===== config.mk =====
export PLATFORM = sky130hd
export DESIGN_NAME = lemmings_3
export DESIGN_NICKNAME = d
export VERILOG_FILES = /design/src/rtl/lemmings_3.sv
export SDC_FILE = /design/constraint.sdc
export NUM_CORES = 1
export LEC_CHECK = 0
export BUFFER_PORTS_ARGS = -buffer_cell sky130_fd_sc_hd__buf_4
export CAP_MARGIN = 20
export CORE_AREA = 2 2 39 41
export DETAILED_ROUTE_END_ITERATION = 10
export DIE_AREA = 0 0 41 43
export SYNTH_ARGS = -nofsm -noshare
export SYNTH_HDL_FRONTEND = slang
export SYNTH_SLANG_ARGS = --single-unit

===== constraint.sdc =====
create_clock -name clk -period 1.35 [get_ports clk]
set_clock_uncertainty 0.15 [all_clocks]
set_input_delay 0.27 -clock clk [delete_from_list [all_inputs] [get_ports clk]]
set_output_delay 0.27 -clock clk [all_outputs]
set_load 0.1 [all_outputs]

===== src/rtl/lemmings_3.sv =====
// Moore FSM for one Lemming: walks left/right, falls when ground vanishes, digs on request.
// Define LEMMINGS_SPLAT_EN to add a fall counter and an absorbing SPLAT state for long falls.
module lemmings_3 #(
  parameter int SPLAT_CYCLES = 20
) (
  input  logic clk,
  input  logic areset,
  input  logic bump_left,
  input  logic bump_right,
  input  logic ground,
  input  logic dig,
  output logic walk_left,
  output logic walk_right,
  output logic aaah,
  output logic digging
);

  typedef enum logic [2:0] {
    WALK_L,
    WALK_R,
    FALL_L,
    FALL_R,
    DIG_L,
    DIG_R
`ifdef LEMMINGS_SPLAT_EN
    , SPLAT
`endif
  } state_t;

  state_t state_q, state_d;
  logic   walk_left_q, walk_right_q, aaah_q, digging_q;

  // Output vector order: {walk_left, walk_right, aaah, digging}.
  function automatic logic [3:0] decode(input state_t s);
    logic [3:0] o;
    o = 4'b0000;
    case (s)
      WALK_L:         o = 4'b1000;
      WALK_R:         o = 4'b0100;
      FALL_L, FALL_R: o = 4'b0010;
      DIG_L, DIG_R:   o = 4'b0001;
      default:        o = 4'b0000;
    endcase
    return o;
  endfunction

  function automatic logic is_fall(input state_t s);
    return (s == FALL_L) || (s == FALL_R);
  endfunction

`ifdef LEMMINGS_SPLAT_EN
  localparam int CNT_W = $clog2(SPLAT_CYCLES + 2);
  logic [CNT_W-1:0] fall_cnt_q, fall_cnt_d;

  function automatic logic [CNT_W-1:0] sat_inc(input logic [CNT_W-1:0] v);
    return (&v) ? v : v + 1'b1;
  endfunction

  // fall_cnt_q holds the number of completed fall cycles before the current one,
  // so landing after more than SPLAT_CYCLES cycles means fall_cnt_q >= SPLAT_CYCLES.
  logic too_long;
  assign too_long = (fall_cnt_q >= CNT_W'(SPLAT_CYCLES));
`else
  logic too_long;
  assign too_long = 1'b0;
`endif

  always_comb begin
    state_d = state_q;
    case (state_q)
      WALK_L: begin
        if (!ground)        state_d = FALL_L;
        else if (dig)       state_d = DIG_L;
        else if (bump_left) state_d = WALK_R;
      end
      WALK_R: begin
        if (!ground)         state_d = FALL_R;
        else if (dig)        state_d = DIG_R;
        else if (bump_right) state_d = WALK_L;
      end
      FALL_L: if (ground) state_d = too_long ? `ifdef LEMMINGS_SPLAT_EN SPLAT `else WALK_L `endif : WALK_L;
      FALL_R: if (ground) state_d = too_long ? `ifdef LEMMINGS_SPLAT_EN SPLAT `else WALK_R `endif : WALK_R;
      DIG_L:  if (!ground) state_d = FALL_L;
      DIG_R:  if (!ground) state_d = FALL_R;
      default: state_d = state_q;
    endcase
  end

`ifdef LEMMINGS_SPLAT_EN
  always_comb begin
    fall_cnt_d = '0;
    if (is_fall(state_d) && is_fall(state_q)) fall_cnt_d = sat_inc(fall_cnt_q);
  end

  always_ff @(posedge clk) begin
    if (!areset) fall_cnt_q <= '0;
    else         fall_cnt_q <= fall_cnt_d;
  end
`endif

  // Outputs are registered from the next state so they stay a pure function of state.
  always_ff @(posedge clk) begin
    if (!areset) begin
      state_q      <= WALK_L;
      walk_left_q  <= 1'b1;
      walk_right_q <= 1'b0;
      aaah_q       <= 1'b0;
      digging_q    <= 1'b0;
    end else begin
      state_q <= state_d;
      {walk_left_q, walk_right_q, aaah_q, digging_q} <= decode(state_d);
    end
  end

  assign walk_left  = walk_left_q;
  assign walk_right = walk_right_q;
  assign aaah       = aaah_q;
  assign digging    = digging_q;

endmodule


==> results.md <==
- Rows: 14
- Total Nets Final: 48
- CP endpoint kind: register
- TNS Setup: 0 ns
- Synth-to-Final Area Change: 44.7%
- Core area: 0.00138 mm²
- Slowest-stage cell, CP: nor4b_2
- I/O pins: 10
- Clk Latency, worst-skew pair: 0.25 ns
- Die area: 0.00176 mm²
- Clk buf depth: 2
- Top cell type's share of synthesized area: 51.6%
- First-pass GRT wire length: 897 µm
- Critical Path AT: 1.25 ns
- Drt via density: 4.33
- Gate Count Post-Synth: 27
- Detailed Route WL: 548 µm
- Chip width: 41 µm
- GPL Wtd Cong: 0.694
- Maximum vdd drop: 0.374 mV
- Max incr delay on CP: 0.38 ns
- RSZ-0062 raised after global routing: no
- Initial antenna violation count: 0
- Area contributors post-synth: dfxtp_1 (52%), nor4b_2 (5.5%), a211oi_2 (4.6%)
- Root Driver: clkbuf_4
- Top Layer Used: met4
- Syn Nets: 33
- HP Class: in -> reg
- Setup Buffers After CTS: 0
- CTS tree: done
- Largest net degree at the start of global routing: 9
- Leakage: 0.176 nW
- Met2 wire len: 250 µm
- Most numerous cell in the Yosys netlist: dfxtp_1
- Crit path kind: reg -> reg
- Final instance area: 393 µm²
- Pwr dens: 1350 mW/mm²
- Sequential-to-total area share from yosys stat: 51.6%
- N_diodes: 0
- Top cell type by total area after synthesis: dfxtp_1
- Pre-Repair DR Iteration Count: 4
- Antenna viol nets, final: 0
- Slew headroom: 76.8%
- Post-Syn Area: 272 µm²
- Cell Chain, Critical Path: nor4b_2 -> and2_1 -> o21ai_1
- Worst EP required: 1.34 ns
- Metal-1 WL: 239 µm
- Total grt overflow: 0
- Post-synthesis cell type count: 18
- H-tree depth: 1
- Post-cts sizing count: 0
- Via count: 247
- Maxcap violations: 0
- Min Tclk post-route: 1.26 ns
- WL/cell: 9.61 µm
- Clock sinks: 7
- Worst Tran Pin Value: 0.347 ns
- Placed inst area: 367 µm²
- Final hold violation count: 0
- Detailed-route DRC error count: 0
- Clock-pin slew on the worst setup and hold paths: 0.05 ns
- Cell family with most CP delay: simple AND/OR/NAND/NOR gates
- YS warnings: 0
- Synthesized flop and latch total: 7
- Wire length on met3: 48 µm
- CP startpoint kind: register
- CP bufs+invs: 0
- Top FF cell, synth: dfxtp_1
- FILL cells: 153
- DP HPWL: 408 µm
- Die Y: 43 µm
- Slew Limit Fails: 0
- Post-CTS Hold Buffers: 0
- Async SR Flop Fraction: 0%
- Share of cells above drive strength 1: 39.0%
- Synthesized area per cell: 10.1 µm²
- Port-buffer cells: 9
- Final setup vio count: 0
- Num CTS Buffers: 3
- Vias in the first global route: 247
- Starting Density: 19.6%
- Tcrit/Tclk final: 93.3%
- Initial DRC Count: 4
- Status: completed
- Post-synth top cells: dfxtp_1 (7), a21oi_1 (2), and3_1 (2), nand2_1 (2)
- Peak fanout along the critical path: 4
- Post-route core utilization: 28.4%
- Fmax: 0.794 GHz
- Post-synth EDFFs: 0
- Overall Global Routing Usage: 8.26%
[metrics by stage]
step / std cells / setup slack [ns] / hold WS, ns / power (mW)
2_1_floorplan: 27 / 0.0210 / 0.209 / 0.303
3_3_place_gp: 53 / 0.0911 / 0.349 / 0.337
3_5_place_dp: 53 / 0.0676 / 0.364 / 0.338
4_1_cts: 57 / 0.0874 / 0.0997 / 0.531
5_1_grt: 57 / 0.00167 / 0.101 / 0.549
6_report: 57 / 0.0907 / 0.102 / 0.529
[cell families (layout without fill, tap and decap cells)]
logic type / after synthesis / in the layout / synth area share [%]
AND/OR/NAND/NOR: 9 / 9 / 20.7
AO/OA/AOI/OAI: 9 / 9 / 24.9
flip-flops: 7 / 7 / 51.6
buffers and inverters: 2 / 16 / 2.76
[per-layer routing]
metal / track usage, % / vias to the layer above
met5: 0 / -
met4: 8.00 / 0
met3: 4.71 / 2
met2: 11.6 / 10
met1: 7.79 / 109
li1: - / 126
[placed cells by master (no fill, tap or decap), types with 2 or more instances in the layout]
cell and n:
a21oi_1 2, and3_1 2, buf_4 10, clkbuf_4 3
dfxtp_1 7, nand2_1 2
[path summary, 6_finish.rpt]
| check | from | end | slack [ns] | cells past startpoint |
|---|---|---|---|---|
| worst max-delay path | state_q[1]$_SDFF_PN0_ | state_q[0]$_SDFF_PN0_ | 0.09 | 3 |
| worst min-delay path | areset | walk_left$_SDFF_PN1_ | 0.10 | 2 |
| worst max register to register | state_q[1]$_SDFF_PN0_ | state_q[0]$_SDFF_PN0_ | 0.09 | 3 |
| worst min register to register | state_q[0]$_SDFF_PN0_ | walk_right$_SDFF_PN0_ | 0.38 | 2 |
[layout make-up]
class / instances / area [µm²] / area share [%]
Sequential cell: 7 / 140 / 35.7
Tap cell: 16 / 20.0 / 5.10
Inverter: 2 / 7.51 / 1.91
Multi-Input combinational cell: 18 / 124 / 31.5
Timing Repair Buffer: 10 / 75.1 / 19.1
Clock buffer: 4 / 26.3 / 6.69
[where the power goes]
part	internal (mW)	total, mW	switching (mW)
combinational	0.0340	0.110	0.0758
clock	0.113	0.195	0.0814
sequential	0.219	0.224	0.00552
[flip-flops by register name, indices dropped and copies added, names as in the netlist]
signal      flops
digging         1
walk_right      1
walk_left       1
state_q         3
aaah            1
No activity file was read; power rests on OpenSTA's default activity.
